$ cat src/rtl/trap_seq_if.sv
// Bus between the XB-stage pipeline/CSR unit and the machine-mode trap sequencer.
// No valid/ready pairs: requests are level/strobe inputs sampled on every rising edge, and
// flush/redirect/irq_take are single-cycle strobes the pipeline must act on in that cycle.
interface trap_seq_if;
  logic        XB_bubble;
  logic        exc_req;
  logic        mret;
  logic        irq_ext;
  logic        irq_soft;
  logic        irq_timer;
  logic        csr_we;
  logic [11:0] csr_addr;
  logic [31:0] csr_wdata;
  logic [31:0] csr_rdata;
  logic        csr_hit;
  logic        flush;
  logic        redirect;
  logic        redirect_sel;
  logic        irq_take;
  logic [31:0] irq_cause;
  logic        pipeline_hold;
  logic [1:0]  state_dbg;

  modport master (
    output XB_bubble, exc_req, mret, irq_ext, irq_soft, irq_timer,
           csr_we, csr_addr, csr_wdata,
    input  csr_rdata, csr_hit, flush, redirect, redirect_sel,
           irq_take, irq_cause, pipeline_hold, state_dbg
  );

  modport slave (
    input  XB_bubble, exc_req, mret, irq_ext, irq_soft, irq_timer,
           csr_we, csr_addr, csr_wdata,
    output csr_rdata, csr_hit, flush, redirect, redirect_sel,
           irq_take, irq_cause, pipeline_hold, state_dbg
  );
endinterface

$ cat src/rtl/trap_sequencer.sv
// Machine-mode trap/interrupt sequencer: owns mstatus.MIE/MPIE, mie, mip and drives the
// flush -> redirect -> drain sequence for exceptions, MRET and level interrupts.
module trap_sequencer #(
  parameter int unsigned DRAIN_CYCLES = 2,
  parameter bit          IRQ_SYNC     = 1'b1
) (
  input  logic      clk,
  input  logic      reset,
  trap_seq_if.slave bus
);

  localparam logic [1:0] IDLE  = 2'd0;
  localparam logic [1:0] TRAP  = 2'd1;
  localparam logic [1:0] RET   = 2'd2;
  localparam logic [1:0] DRAIN = 2'd3;

  localparam logic [3:0]  DRAIN_LOAD   = 4'(DRAIN_CYCLES - 1);
  localparam logic [11:0] ADDR_MSTATUS = 12'h300;
  localparam logic [11:0] ADDR_MIE     = 12'h304;
  localparam logic [11:0] ADDR_MIP     = 12'h344;

  logic [1:0]  state;
  logic [3:0]  drain_cnt;
  logic        mstatus_mie;
  logic        mstatus_mpie;
  logic        mie_ext, mie_timer, mie_soft;
  logic        trap_is_irq;
  logic [31:0] irq_cause_q;
  logic [31:0] csr_rdata_q;

  // Interrupt levels ordered {ext, timer, soft}, matching mip bits {11, 7, 3}.
  logic [2:0] irq_raw;
  logic [2:0] irq_lvl;
  assign irq_raw = {bus.irq_ext, bus.irq_timer, bus.irq_soft};

  generate
    if (IRQ_SYNC) begin : g_sync
      logic [2:0] sync1, sync2;
      always_ff @(posedge clk) begin
        if (reset) begin
          sync1 <= 3'b0;
          sync2 <= 3'b0;
        end else begin
          sync1 <= irq_raw;
          sync2 <= sync1;
        end
      end
      assign irq_lvl = sync2;
    end else begin : g_nosync
      assign irq_lvl = irq_raw;
    end
  endgenerate

  logic [2:0] pend;
  logic       irq_eligible;
  logic [3:0] irq_code;
  assign pend         = irq_lvl & {mie_ext, mie_timer, mie_soft} & {3{mstatus_mie}};
  assign irq_eligible = (|pend) && !bus.XB_bubble;

  always_comb begin
    irq_code = 4'd7;
    if (pend[2])      irq_code = 4'd11;
    else if (pend[0]) irq_code = 4'd3;
  end

  logic [31:0] mstatus_rd, mie_rd, mip_rd, rd_mux;
  assign mstatus_rd = {19'b0, 2'b11, 3'b0, mstatus_mpie, 3'b0, mstatus_mie, 3'b0};
  assign mie_rd     = {20'b0, mie_ext, 3'b0, mie_timer, 3'b0, mie_soft, 3'b0};
  assign mip_rd     = {20'b0, irq_lvl[2], 3'b0, irq_lvl[1], 3'b0, irq_lvl[0], 3'b0};

  always_comb begin
    rd_mux = 32'b0;
    case (bus.csr_addr)
      ADDR_MSTATUS: rd_mux = mstatus_rd;
      ADDR_MIE:     rd_mux = mie_rd;
      ADDR_MIP:     rd_mux = mip_rd;
      default:      rd_mux = 32'b0;
    endcase
  end

  always_ff @(posedge clk) begin
    if (reset) begin
      state        <= IDLE;
      drain_cnt    <= 4'd0;
      mstatus_mie  <= 1'b0;
      mstatus_mpie <= 1'b0;
      mie_ext      <= 1'b0;
      mie_timer    <= 1'b0;
      mie_soft     <= 1'b0;
      trap_is_irq  <= 1'b0;
      irq_cause_q  <= 32'b0;
      csr_rdata_q  <= 32'b0;
    end else begin
      csr_rdata_q <= rd_mux;
      if (bus.csr_we && bus.csr_addr == ADDR_MIE) begin
        mie_ext   <= bus.csr_wdata[11];
        mie_timer <= bus.csr_wdata[7];
        mie_soft  <= bus.csr_wdata[3];
      end
      // TRAP/RET assignments below come later and therefore win over a same-cycle write.
      if (bus.csr_we && bus.csr_addr == ADDR_MSTATUS) begin
        mstatus_mie  <= bus.csr_wdata[3];
        mstatus_mpie <= bus.csr_wdata[7];
      end
      case (state)
        IDLE: begin
          if (bus.exc_req) begin
            state       <= TRAP;
            trap_is_irq <= 1'b0;
          end else if (bus.mret) begin
            state <= RET;
          end else if (irq_eligible) begin
            state       <= TRAP;
            trap_is_irq <= 1'b1;
            irq_cause_q <= {1'b1, 27'b0, irq_code};
          end
        end
        TRAP: begin
          mstatus_mpie <= mstatus_mie;
          mstatus_mie  <= 1'b0;
          drain_cnt    <= DRAIN_LOAD;
          state        <= DRAIN;
        end
        RET: begin
          mstatus_mie  <= mstatus_mpie;
          mstatus_mpie <= 1'b1;
          drain_cnt    <= DRAIN_LOAD;
          state        <= DRAIN;
        end
        default: begin
          if (drain_cnt == 4'd0) state <= IDLE;
          else                   drain_cnt <= drain_cnt - 4'd1;
        end
      endcase
    end
  end

  assign bus.csr_hit       = (bus.csr_addr == ADDR_MSTATUS) || (bus.csr_addr == ADDR_MIE) ||
                             (bus.csr_addr == ADDR_MIP);
  assign bus.csr_rdata     = csr_rdata_q;
  assign bus.flush         = (state == TRAP) || (state == RET);
  assign bus.redirect      = (state == TRAP) || (state == RET);
  assign bus.redirect_sel  = (state == RET);
  assign bus.irq_take      = (state == TRAP) && trap_is_irq;
  assign bus.irq_cause     = irq_cause_q;
  assign bus.pipeline_hold = (state == DRAIN);
  assign bus.state_dbg     = state;

endmodule
$ cat src/flat_wrapper.sv
// flat-port wrapper written by rule: the top's interface ports become plain ports
module trap_sequencer_flat 
#(
  parameter int unsigned DRAIN_CYCLES = 2,
  parameter bit          IRQ_SYNC     = 1'b1
)
  (clk, reset, bus_XB_bubble, bus_exc_req, bus_mret, bus_irq_ext, bus_irq_soft, bus_irq_timer, bus_csr_we, bus_csr_addr, bus_csr_wdata, bus_csr_rdata, bus_csr_hit, bus_flush, bus_redirect, bus_redirect_sel, bus_irq_take, bus_irq_cause, bus_pipeline_hold, bus_state_dbg);
  trap_seq_if bus_i ();
  input  logic clk;
  input  logic reset;
  input wire logic [$bits(bus_i.XB_bubble)-1:0] bus_XB_bubble;
  input wire logic [$bits(bus_i.exc_req)-1:0] bus_exc_req;
  input wire logic [$bits(bus_i.mret)-1:0] bus_mret;
  input wire logic [$bits(bus_i.irq_ext)-1:0] bus_irq_ext;
  input wire logic [$bits(bus_i.irq_soft)-1:0] bus_irq_soft;
  input wire logic [$bits(bus_i.irq_timer)-1:0] bus_irq_timer;
  input wire logic [$bits(bus_i.csr_we)-1:0] bus_csr_we;
  input wire logic [$bits(bus_i.csr_addr)-1:0] bus_csr_addr;
  input wire logic [$bits(bus_i.csr_wdata)-1:0] bus_csr_wdata;
  output wire logic [$bits(bus_i.csr_rdata)-1:0] bus_csr_rdata;
  output wire logic [$bits(bus_i.csr_hit)-1:0] bus_csr_hit;
  output wire logic [$bits(bus_i.flush)-1:0] bus_flush;
  output wire logic [$bits(bus_i.redirect)-1:0] bus_redirect;
  output wire logic [$bits(bus_i.redirect_sel)-1:0] bus_redirect_sel;
  output wire logic [$bits(bus_i.irq_take)-1:0] bus_irq_take;
  output wire logic [$bits(bus_i.irq_cause)-1:0] bus_irq_cause;
  output wire logic [$bits(bus_i.pipeline_hold)-1:0] bus_pipeline_hold;
  output wire logic [$bits(bus_i.state_dbg)-1:0] bus_state_dbg;
  assign bus_i.XB_bubble = bus_XB_bubble;
  assign bus_i.exc_req = bus_exc_req;
  assign bus_i.mret = bus_mret;
  assign bus_i.irq_ext = bus_irq_ext;
  assign bus_i.irq_soft = bus_irq_soft;
  assign bus_i.irq_timer = bus_irq_timer;
  assign bus_i.csr_we = bus_csr_we;
  assign bus_i.csr_addr = bus_csr_addr;
  assign bus_i.csr_wdata = bus_csr_wdata;
  assign bus_csr_rdata = bus_i.csr_rdata;
  assign bus_csr_hit = bus_i.csr_hit;
  assign bus_flush = bus_i.flush;
  assign bus_redirect = bus_i.redirect;
  assign bus_redirect_sel = bus_i.redirect_sel;
  assign bus_irq_take = bus_i.irq_take;
  assign bus_irq_cause = bus_i.irq_cause;
  assign bus_pipeline_hold = bus_i.pipeline_hold;
  assign bus_state_dbg = bus_i.state_dbg;
  trap_sequencer #(.DRAIN_CYCLES(DRAIN_CYCLES), .IRQ_SYNC(IRQ_SYNC)) u_core (.clk(clk), .reset(reset), .bus(bus_i));
endmodule
$ cat config.mk
export PLATFORM = sky130hd
export DESIGN_NAME = trap_sequencer_flat
export DESIGN_NICKNAME = d
export VERILOG_FILES = /design/src/rtl/trap_seq_if.sv /design/src/rtl/trap_sequencer.sv /design/src/flat_wrapper.sv
export SDC_FILE = /design/constraint.sdc
export NUM_CORES = 1
export LEC_CHECK = 0
export ABC_AREA = 1
export CORE_AREA = 8 8 81 83
export CTS_CLUSTER_SIZE = 16
export DETAILED_ROUTE_END_ITERATION = 6
export DIE_AREA = 0 0 89 91
export PLACE_DENSITY_LB_ADDON = 0.08
export SYNTH_ARGS = -nofsm -noshare
export SYNTH_HDL_FRONTEND = slang
export SYNTH_SLANG_ARGS = --single-unit
$ cat constraint.sdc
create_clock -name clk -period 2 [get_ports clk]
set_clock_uncertainty 0.15 [all_clocks]
set_input_delay 0.4 -clock clk [delete_from_list [all_inputs] [get_ports clk]]
set_output_delay 0.4 -clock clk [all_outputs]
set_load 0.02 [all_outputs]
==> impl_metrics.yaml, run 1 <==
die:
  io-pin-count: 125
  dieArea_um2: 8099
  die_x_um: 89
  die-height_um: 91
  fp-row-count: 27
  coreArea_um2: 5338
  initial_core_util_pct: 33.15
worst_setup_path:
  cp_cell_sequence: "clkdlybuf4s50_1 > nand3_2 > nor2_2 > nand2_2 > nand2_2 > buf_6"
  crit_slowest_cell: "clkdlybuf4s50_1"
  path_delay_family: "buffers and inverters"
  cp-start-kind: "input pin"
  critPathArrivalTime_ps: 1400
  critical_path.endpoint_type: "primary output"
  cpPeakStageDelay_ps: 500
  critPathRequiredTime_ps: 1450
  critPathMaxFanout: 2
  cp.buffers_inverters: 2
  crit_type: "in2out"
  path_common_cell: "nand2_2"
synth:
  yosysUniqueCellTypes: 22
  ys.warnings.count: 0
  synth_cells: 249
  synth_area_um2: 1769
  ys_ff_latch: 25
  syn_avg_cell_area_um2: 7.105
  synth-seq-area-share_pct: 28.29
layout:
  nFillCells: 578
  nNetsFinal: 362
  multi_input_area_um2: 899.6
  area_growth_pct: 24.82
  antenna_cells: 0
  drive_gt1_share_pct: 13.91
  layout_common_cells: "conb_1 (55), inv_1 (39), nand2_1 (36), clkdlybuf4s50_1 (27), dfxtp_1 (25)"
  regArea_um2: 500.5
  final_core_util_pct: 41.37
  mostFrequentLayoutCell: "conb_1"
cts:
  htreeDepth: 1
  cts_root_buffer: "clkbuf_8"
  worstSkewPairLatency_ps: 270
  clock-sinks: 25
  holdBufCountCts: 0
  cts_buffers: 3
  clock_path_buffers: 2
  cts_tree: "built"
  clk_pin_slew_worst_paths_ps: 100
power:
  leakage_nw: 1.220
  pwr-share-seq_pct: 31.8
  comb_power_share_pct: 51.5
  ir_worst_vdd_v: 0.0005172
  total_power_mw: 1.879
  internal_power_mw: 1.064
  power_density_nw_per_um2: 850.6
  p_clk_share_pct: 16.7
  p_switching_uw: 814.4
  p_sw_share_pct: 43.35
drt:
  avgViaCountPerCell: 3.698
  wl_um: 3809
  drt_iter0_markers: 52
  wire_per_inst_um: 10.18
  drcViolationCount: 0
  drt_first_pass_iters: 4
  via_count: 1383
  drtAntennaViolNets: 0
place:
  routabilityCongestion: 0.8237
  dp_hpwl_um: 3232
  dp_slack_ps: -506.7
  port_buffers: 40
timing:
  period_needed_ps: 1949
  timing.fmax_mhz: 513.2
  worst_slack_ps: 51.45
  finalSetupTns_ps: 0
  finalCritPeriodShare_pct: 97.43
  finalSetupViolCount: 0
  finalHoldViolCount: 0
  slew_viol_final: 0
grt:
  grt_usage_pct: 9.098
  antenna_found_initial: 0
  grt_max_degree: 17
  overflow: 0
  grt_pass1_vias: 1364
  grt_pass1_wl_um: 6003
min_path:
  hold_path.class: "reg2reg"
run_status:
  status: "finished, final reports clean"
job:
  max-cap-violations: 0
==> cells in the mapped netlist <==
| library cell | n | share of area [%] |
|---|---|---|
| nand2_1 | 38 | 8.1 |
| clkbuf_1 | 1 | 0.21 |
| a21oi_1 | 11 | 3.1 |
| nand3_4 | 2 | 2.0 |
| o21ai_1 | 1 | 0.28 |
| nand2_2 | 5 | 1.8 |
| nor2_2 | 5 | 1.8 |
| nor3_2 | 1 | 0.57 |
| inv_1 | 39 | 8.3 |
| nor2_8 | 1 | 1.1 |
| ha_1 | 6 | 4.2 |
| dfxtp_1 | 25 | 28 |
| inv_2 | 1 | 0.21 |
| nand2_4 | 1 | 0.64 |
| nand3_1 | 22 | 6.2 |
| buf_4 | 58 | 25 |
| a21oi_4 | 1 | 0.92 |
| nor2_1 | 22 | 4.7 |
| nor3_1 | 1 | 0.28 |
| conb_1 | 1 | 0.21 |
| nand3_2 | 2 | 1.1 |
| o21ai_0 | 5 | 1.4 |
==> sequential cells by signal, indices dropped and copies added, names as in the netlist <==
name                  flops
u_core.bus.csr_rdata      4
u_core.drain_cnt          4
u_core.bus.irq_cause      3
u_core.g_sync.sync1       3
u_core.g_sync.sync2       3
u_core.bus.state_dbg      2
u_core.mie_ext            1
u_core.mie_soft           1
u_core.mie_timer          1
u_core.mstatus_mie        1
u_core.mstatus_mpie       1
u_core.trap_is_irq        1
==> logic make-up after synthesis <==
logic type,count (synthesis),synth area share [%]
AOI/OAI and AO/OA,18,5.728
DFF,25,28.29
and+or+nand+nor,100,28.22
adders and majority gates,6,4.243
other,1,0.2120
buffers and inverters,99,33.31
==> through the flow <==
stage	cells	hold slack, ps	area [um^2]
3_3_place_gp	368	239.9	2113
4_1_cts	372	260.1	2160
6_report	374	255.4	2208
3_5_place_dp	368	244.8	2113
2_1_floorplan	303	238.3	1972
5_1_grt	374	279.1	2208
==> power groups by stage <==
stage	clock [mW]	sequential (mW)	combinational, mW
after floorplan	0	0.637	0.724
after global placement	0	0.610	1.01
after detailed placement	0	0.609	1.01
after CTS	0.334	0.598	0.972
after global routing	0.350	0.606	1.08
final	0.314	0.597	0.967
==> worst reg2reg max path, cell delays in order (launching register included) <==
cell and delay, ps:
dfxtp_1 340, inv_1 60, ha_1 330, buf_4 170
o21ai_1 210, inv_1 100, nand2_1 80, o21ai_0 80
nor2_1 90
==> layout make-up <==
type / instances / area share [%]
timing repair buffer: 54 / 23.46
inverter: 40 / 6.799
clock inverter: 1 / 0.3966
sequential: 25 / 22.66
clock buffer: 3 / 1.870
tap: 72 / 4.079
multi-input combinational: 179 / 40.74
==> what timing repair did <==
action	CTS	global route
resized for setup	11	12
setup endpoints to repair	6	1
pin swaps	0	10
buffers inserted	0	2
==> worst paths after layout <==
path	endpoint	cells after the start	slack (ps)	from
min	u_core.g_sync.sync2[2]	2	260	u_core.g_sync.sync1[2]
min reg2reg	u_core.g_sync.sync2[2]	2	260	u_core.g_sync.sync1[2]
max reg2reg	u_core.drain_cnt[2]	8	320	u_core.bus.state_dbg[0]
max	bus_csr_hit	6	50	bus_csr_addr[2]
==> per-layer routing <==
metal	vias to the layer above	share of wire [%]	track usage, %
met3	2	7.9	2.252
met5	-	0	0
met2	57	47	16.20
li1	750	-	-
met1	574	43	10.30
met4	0	1.2	2.497
Power figures use the tool's default switching activity.
==> inputs of run 2 (changes only) <==
--- a/constraint.sdc
+++ b/constraint.sdc
@@ -4,2 +4,2 @@
 set_output_delay 0.4 -clock clk [all_outputs]
-set_load 0.02 [all_outputs]
+set_load 0.1 [all_outputs]
==> run 2 against run 1 <==
Against the previous run:
- maximum frequency is 0.51% higher
- hold slack improved by 0.94 ps
- global-route usage up 0.95 points
- first-iteration DRC count shrank 42%
- largest power group unchanged
- non-clock buffer count is 10 higher
- clock-buffer cell count stayed put
==> impl_metrics.yaml, run 2 (synthesis results as in run 1) <==
run_status:
  status: "finished, final reports clean"
worst_setup_path:
  cp.buffers_inverters: 2
  critPathMaxFanout: 2
  critical_path.endpoint_type: "primary output"
  path_common_cell: "nand2_4"
  cp_cell_sequence: "dlygate4sd2_1 > nor2_2 > nand3_4 > nor2_4 > nand2_4 > nand2_4 > buf_12"
  critPathRequiredTime_ps: 1450
  crit_slowest_cell: "dlygate4sd2_1"
  crit_type: "in2out"
  critPathLaunch: "bus_csr_addr[10]"
  path_delay_family: "simple AND/OR/NAND/NOR gates"
  critPathArrivalTime_ps: 1390
  worst_r2r_startpoint: "u_core.bus.state_dbg[0]"
  cp-start-kind: "input pin"
  cpPeakStageDelay_ps: 240
grt:
  grt.met2_usage_pct: 16.51
  grtUsageMet1_pct: 12.19
  grt_max_degree: 15
  grt-busiest-layer: "met2"
  grt_usage_pct: 10.05
  overflow: 0
  grt_pass1_vias: 1484
  grt_util_met3_pct: 2.162
  grt_pass1_wl_um: 6610
  antenna_found_initial: 0
job:
  max-cap-violations: 0
power:
  ir_worst_vdd_v: 0.001136
  pwr-share-seq_pct: 21.9
  total_power_mw: 2.904
  p_switching_mw: 1.654
  internal_power_mw: 1.250
  leakage_nw: 1.320
  p_clk_share_pct: 10.6
  p_sw_share_pct: 56.95
  power_density_nw_per_um2: 1174
  comb_power_share_pct: 67.5
layout:
  antenna_cells: 0
  nNetsFinal: 372
  mostFrequentLayoutCell: "conb_1"
  multi_input_area_um2: 932.1
  nFillCells: 551
  drive_gt1_share_pct: 22.76
  finalNonFillerCells: 384
  layout_common_cells: "conb_1 (55), inv_1 (38), nand2_1 (36), buf_4 (24), dfxtp_1 (23)"
  regArea_um2: 508.0
  area_growth_pct: 39.82
drt:
  drtAntennaViolNets: 0
  wl_um: 4079
  drt_iter0_markers: 30
  drt_first_pass_iters: 4
  via_count: 1465
  avgViaCountPerCell: 3.815
  drcViolationCount: 0
  wire_per_inst_um: 10.62
cts:
  clk_pin_slew_worst_paths_ps: 90
  cts_buffers: 3
  worstSkewPairLatency_ps: 270
  cts_tree: "built"
  clock-sinks: 25
  cts_root_buffer: "clkbuf_8"
  clock_path_buffers: 2
  holdBufCountCts: 0
  htreeDepth: 1
timing:
  timing.fmax_mhz: 515.8
  period_needed_ps: 1939
  finalSetupTns_ps: 0
  finalHoldViolCount: 0
  slew_viol_final: 0
  rsz0062_at_grt: "false"
  finalSetupViolCount: 0
  finalCritPeriodShare_pct: 96.94
die:
  io-pin-count: 125
  die-height_um: 91
  dieArea_um2: 8099
  fp-row-count: 27
  coreArea_um2: 5338
  die_x_um: 89
  initial_core_util_pct: 33.15
min_path:
  hold_path.class: "reg2reg"
  hold_start: "u_core.g_sync.sync1[2]"
place:
  dpl.cell_count: 365
  port_buffers: 40
  routabilityCongestion: 0.7939
  dp_hpwl_um: 3255
run 2: cell count changes in the layout (fill, tap and decap cells not counted), moves of 4 or more:
cell and change:
clkdlybuf4s50_1 -16, dlymetal6s2s_1 -4, buf_4 +10, dlygate4sd2_1 +4, buf_12 +17
run 2: worst paths after layout:
kind	end	slack, ps	cells past startpoint
worst max-delay path	bus_csr_hit	60	7
worst min-delay path	u_core.g_sync.sync2[2]	260	2
worst max register to register	u_core.drain_cnt[2]	410	7
worst min register to register	u_core.g_sync.sync2[2]	260	2
run 2: layout make-up:
class | count | share of cell area (%)
sequential | 25 | 20.54
clock inverter | 1 | 0.2023
multi-input combinational | 179 | 37.68
timing repair buffer | 64 | 30.20
clock buffer | 3 | 1.669
inverter | 40 | 6.070
tap | 72 | 3.642
run 2: repair_timing:
| item | CTS | global route |
|---|---|---|
| gates resized for setup | 14 | 6 |
| pin swaps | 10 | 4 |
| endpoints found under the setup margin | 1 | 5 |
| buffers inserted | 14 | 1 |
run 2: power groups by stage:
stage               sequential [mW]  combinational [mW]  clock [mW]
floorplan                     0.765                1.45           0
global placement              0.651                1.95           0
finish                        0.636                1.96       0.309
global route                  0.648                2.09       0.345
detailed placement            0.648                1.96           0
CTS                           0.638                1.97       0.329
run 2: per-layer routing:
layer  vias up  share of wire [%]
met1       633                 43
met5         -                  0
li1        770                  -
met2        57                 47
met3         5                7.9
met4         0                1.7
run 2: worst register-to-register path, stage by stage (launching register included):
cell and delay [ps]:
dfxtp_4 390, inv_1 80, ha_4 340, o21ai_1 130, inv_1 110, nand2_1 70, o21ai_0 160, nor2_1 50
run 2: metrics by stage:
stage          cell area [um^2]  utilization, %  hold WS [ps]  setup WS, ps
6_report                   2474           46.34         256.3         61.29
5_1_grt                    2474           46.34         268.8         7.766
4_1_cts                    2441           45.73         256.7         5.595
3_5_place_dp               2283           42.78         243.2        -102.5
3_3_place_gp               2283           42.78         239.1        -116.9
2_1_floorplan              1994               -         238.3        -77.59
==> inputs of run 3 (changes only) <==
HOLD_SLACK_MARGIN = 0.02   (was unset)
PLACE_DENSITY_LB_ADDON = 0.12   (was 0.08)
==> run 3 against run 2 <==
Against the previous run:
- sequential share of layout area rose by 0.20 points
- clock power grew 4%
- register-to-register slack about the same
- core utilization shrank 0.45 points
- worst setup slack gained 42 ps
- critical path depth did not move
- critical path type unchanged
==> impl_metrics.yaml, run 3 (synthesis results as in run 1) <==
run_status:
  status: "finished, final reports clean"
die:
  fp-row-count: 27
  die_x_um: 89
  die-height_um: 91
  dieArea_um2: 8099
  initial_core_util_pct: 33.15
  io-pin-count: 125
  coreArea_um2: 5338
worst_setup_path:
  cpPeakStageDelay_ps: 240
  cp_cell_sequence: "dlygate4sd2_1 > nor2_2 > nand3_2 > nor2_2 > nand2_2 > nand2_4 > buf_12"
  cp.buffers_inverters: 2
  critical_path.endpoint_type: "primary output"
  cp.depth: 7
  critPathRequiredTime_ps: 1450
  worst_r2r_startpoint: "u_core.bus.state_dbg[1]"
  critPathMaxFanout: 2
  reg2reg_slack_ps: 420
  path_common_cell: "nor2_2"
  crit_slowest_cell: "dlygate4sd2_1"
  reg2regPathDepth: 7
  r2r-end: "u_core.drain_cnt[2]"
  critPathArrivalTime_ps: 1350
  cp-start-kind: "input pin"
  crit_type: "in2out"
  path_delay_family: "simple AND/OR/NAND/NOR gates"
cts:
  cts_root_buffer: "clkbuf_8"
  cts_buffers: 3
  clk_pin_slew_worst_paths_ps: 100
  worstSkewPairLatency_ps: 280
  clock-sinks: 25
  clock_path_buffers: 2
  holdBufCountCts: 0
  htreeDepth: 1
  cts_tree: "built"
power:
  leakage_nw: 1.289
  internal_power_mw: 1.254
  p_sw_share_pct: 56.82
  power_density_nw_per_um2: 1185
  ir_worst_vdd_v: 0.001303
  p_switching_mw: 1.650
  comb_power_share_pct: 67.0
  p_clk_share_pct: 11.0
  pwr-share-seq_pct: 22.0
layout:
  drive_gt1_share_pct: 22.44
  mostFrequentLayoutCell: "conb_1"
  finalNonFillerCells: 384
  antenna_cells: 0
  nNetsFinal: 372
  final_area_um2: 2450
  layout_common_cells: "conb_1 (55), inv_1 (38), nand2_1 (37), buf_4 (24), dfxtp_1 (23)"
  area_growth_pct: 38.47
place:
  port_buffers: 40
  placed_cell_area_um2: 2283
  dpl.cell_count: 365
  dp_hpwl_um: 3279
  routabilityCongestion: 0.7882
timing:
  finalSetupViolCount: 0
  slew_viol_final: 0
  rsz0062_at_grt: "false"
  timing.fmax_mhz: 527.1
  finalHoldViolCount: 0
  period_needed_ps: 1897
  finalCritPeriodShare_pct: 94.86
drt:
  drt_iter0_markers: 64
  drt_first_pass_iters: 4
  drcViolationCount: 0
  drtAntennaViolNets: 0
  wire_per_inst_um: 10.36
  avgViaCountPerCell: 3.826
  via_count: 1469
  wl_um: 3979
job:
  max-cap-violations: 0
grt:
  overflow: 0
  antenna_found_initial: 0
  grt_pass1_wl_um: 6782
  grt_usage_pct: 10.16
  grt_max_degree: 17
  grt_pass1_vias: 1522
min_path:
  hold_path.class: "reg2reg"
  hold_path_depth: 2
  hold_end: "u_core.g_sync.sync2[2]"
  hold_start: "u_core.g_sync.sync1[2]"
## run 3: worst max-delay path by stage
stage	start	to	slack [ps]
final	bus_csr_addr[0]	bus_csr_hit	100
after global routing	bus_csr_addr[0]	u_core.mie_soft	2
after CTS	bus_csr_addr[7]	bus_csr_hit	8
after detailed placement	bus_csr_addr[11]	bus_csr_hit	-110
after global placement	bus_csr_addr[11]	bus_csr_hit	-110
after floorplan	u_core.bus.state_dbg[0]	bus_redirect	-80
## run 3: repair_timing
action                     in CTS  in global routing
pin swaps                      12                  5
buffers inserted               15                  0
resized for setup              15                  1
setup endpoints to repair       1                  4
## run 3: power groups by stage
stage          sequential [mW]  clock [mW]  combinational (mW)
2_1_floorplan            0.765           0                1.45
3_3_place_gp             0.651           0                1.95
3_5_place_dp             0.653           0                1.95
4_1_cts                  0.641       0.336                1.95
5_1_grt                  0.649       0.351                2.09
6_report                 0.638       0.320                1.95
## run 3: final cells by class
type                    instances  area (um^2)
well taps                      72        90.09
multi-input cells             179        912.1
clock buffers                   3        41.29
fillers                       550         2888
repair buffers                 64        739.5
clock inverters                 1        8.758
flip-flops and latches         25        508.0
inverters                      40        150.1
## run 3: metal layers
metal  GRT usage (%)  vias to the layer above  routed length, um
met3           2.703                        4                344
li1                -                      770                  -
met1           10.96                      636               1631
met4           2.913                        0                 49
met5               0                        -                  0
met2           18.55                       59               1953
## run 3: per-stage QoR
step	utilization [%]	hold slack (ps)	TNS [ps]	setup slack (ps)	total power [mW]
4_1_cts	45.85	261.9	0	8.488	2.929
6_report	45.90	258.2	0	102.8	2.903
3_3_place_gp	42.78	239.2	-114.8	-114.8	2.597
5_1_grt	45.90	289.2	0	2.167	3.085
2_1_floorplan	-	238.3	-241.1	-77.59	2.218
3_5_place_dp	42.78	246.6	-113.1	-113.1	2.600
## run 3: tightest hold or removal path, cell delays in order (launching register included)
cell     delay (ps)
dfxtp_1         310
inv_1            40
nor2_1           30
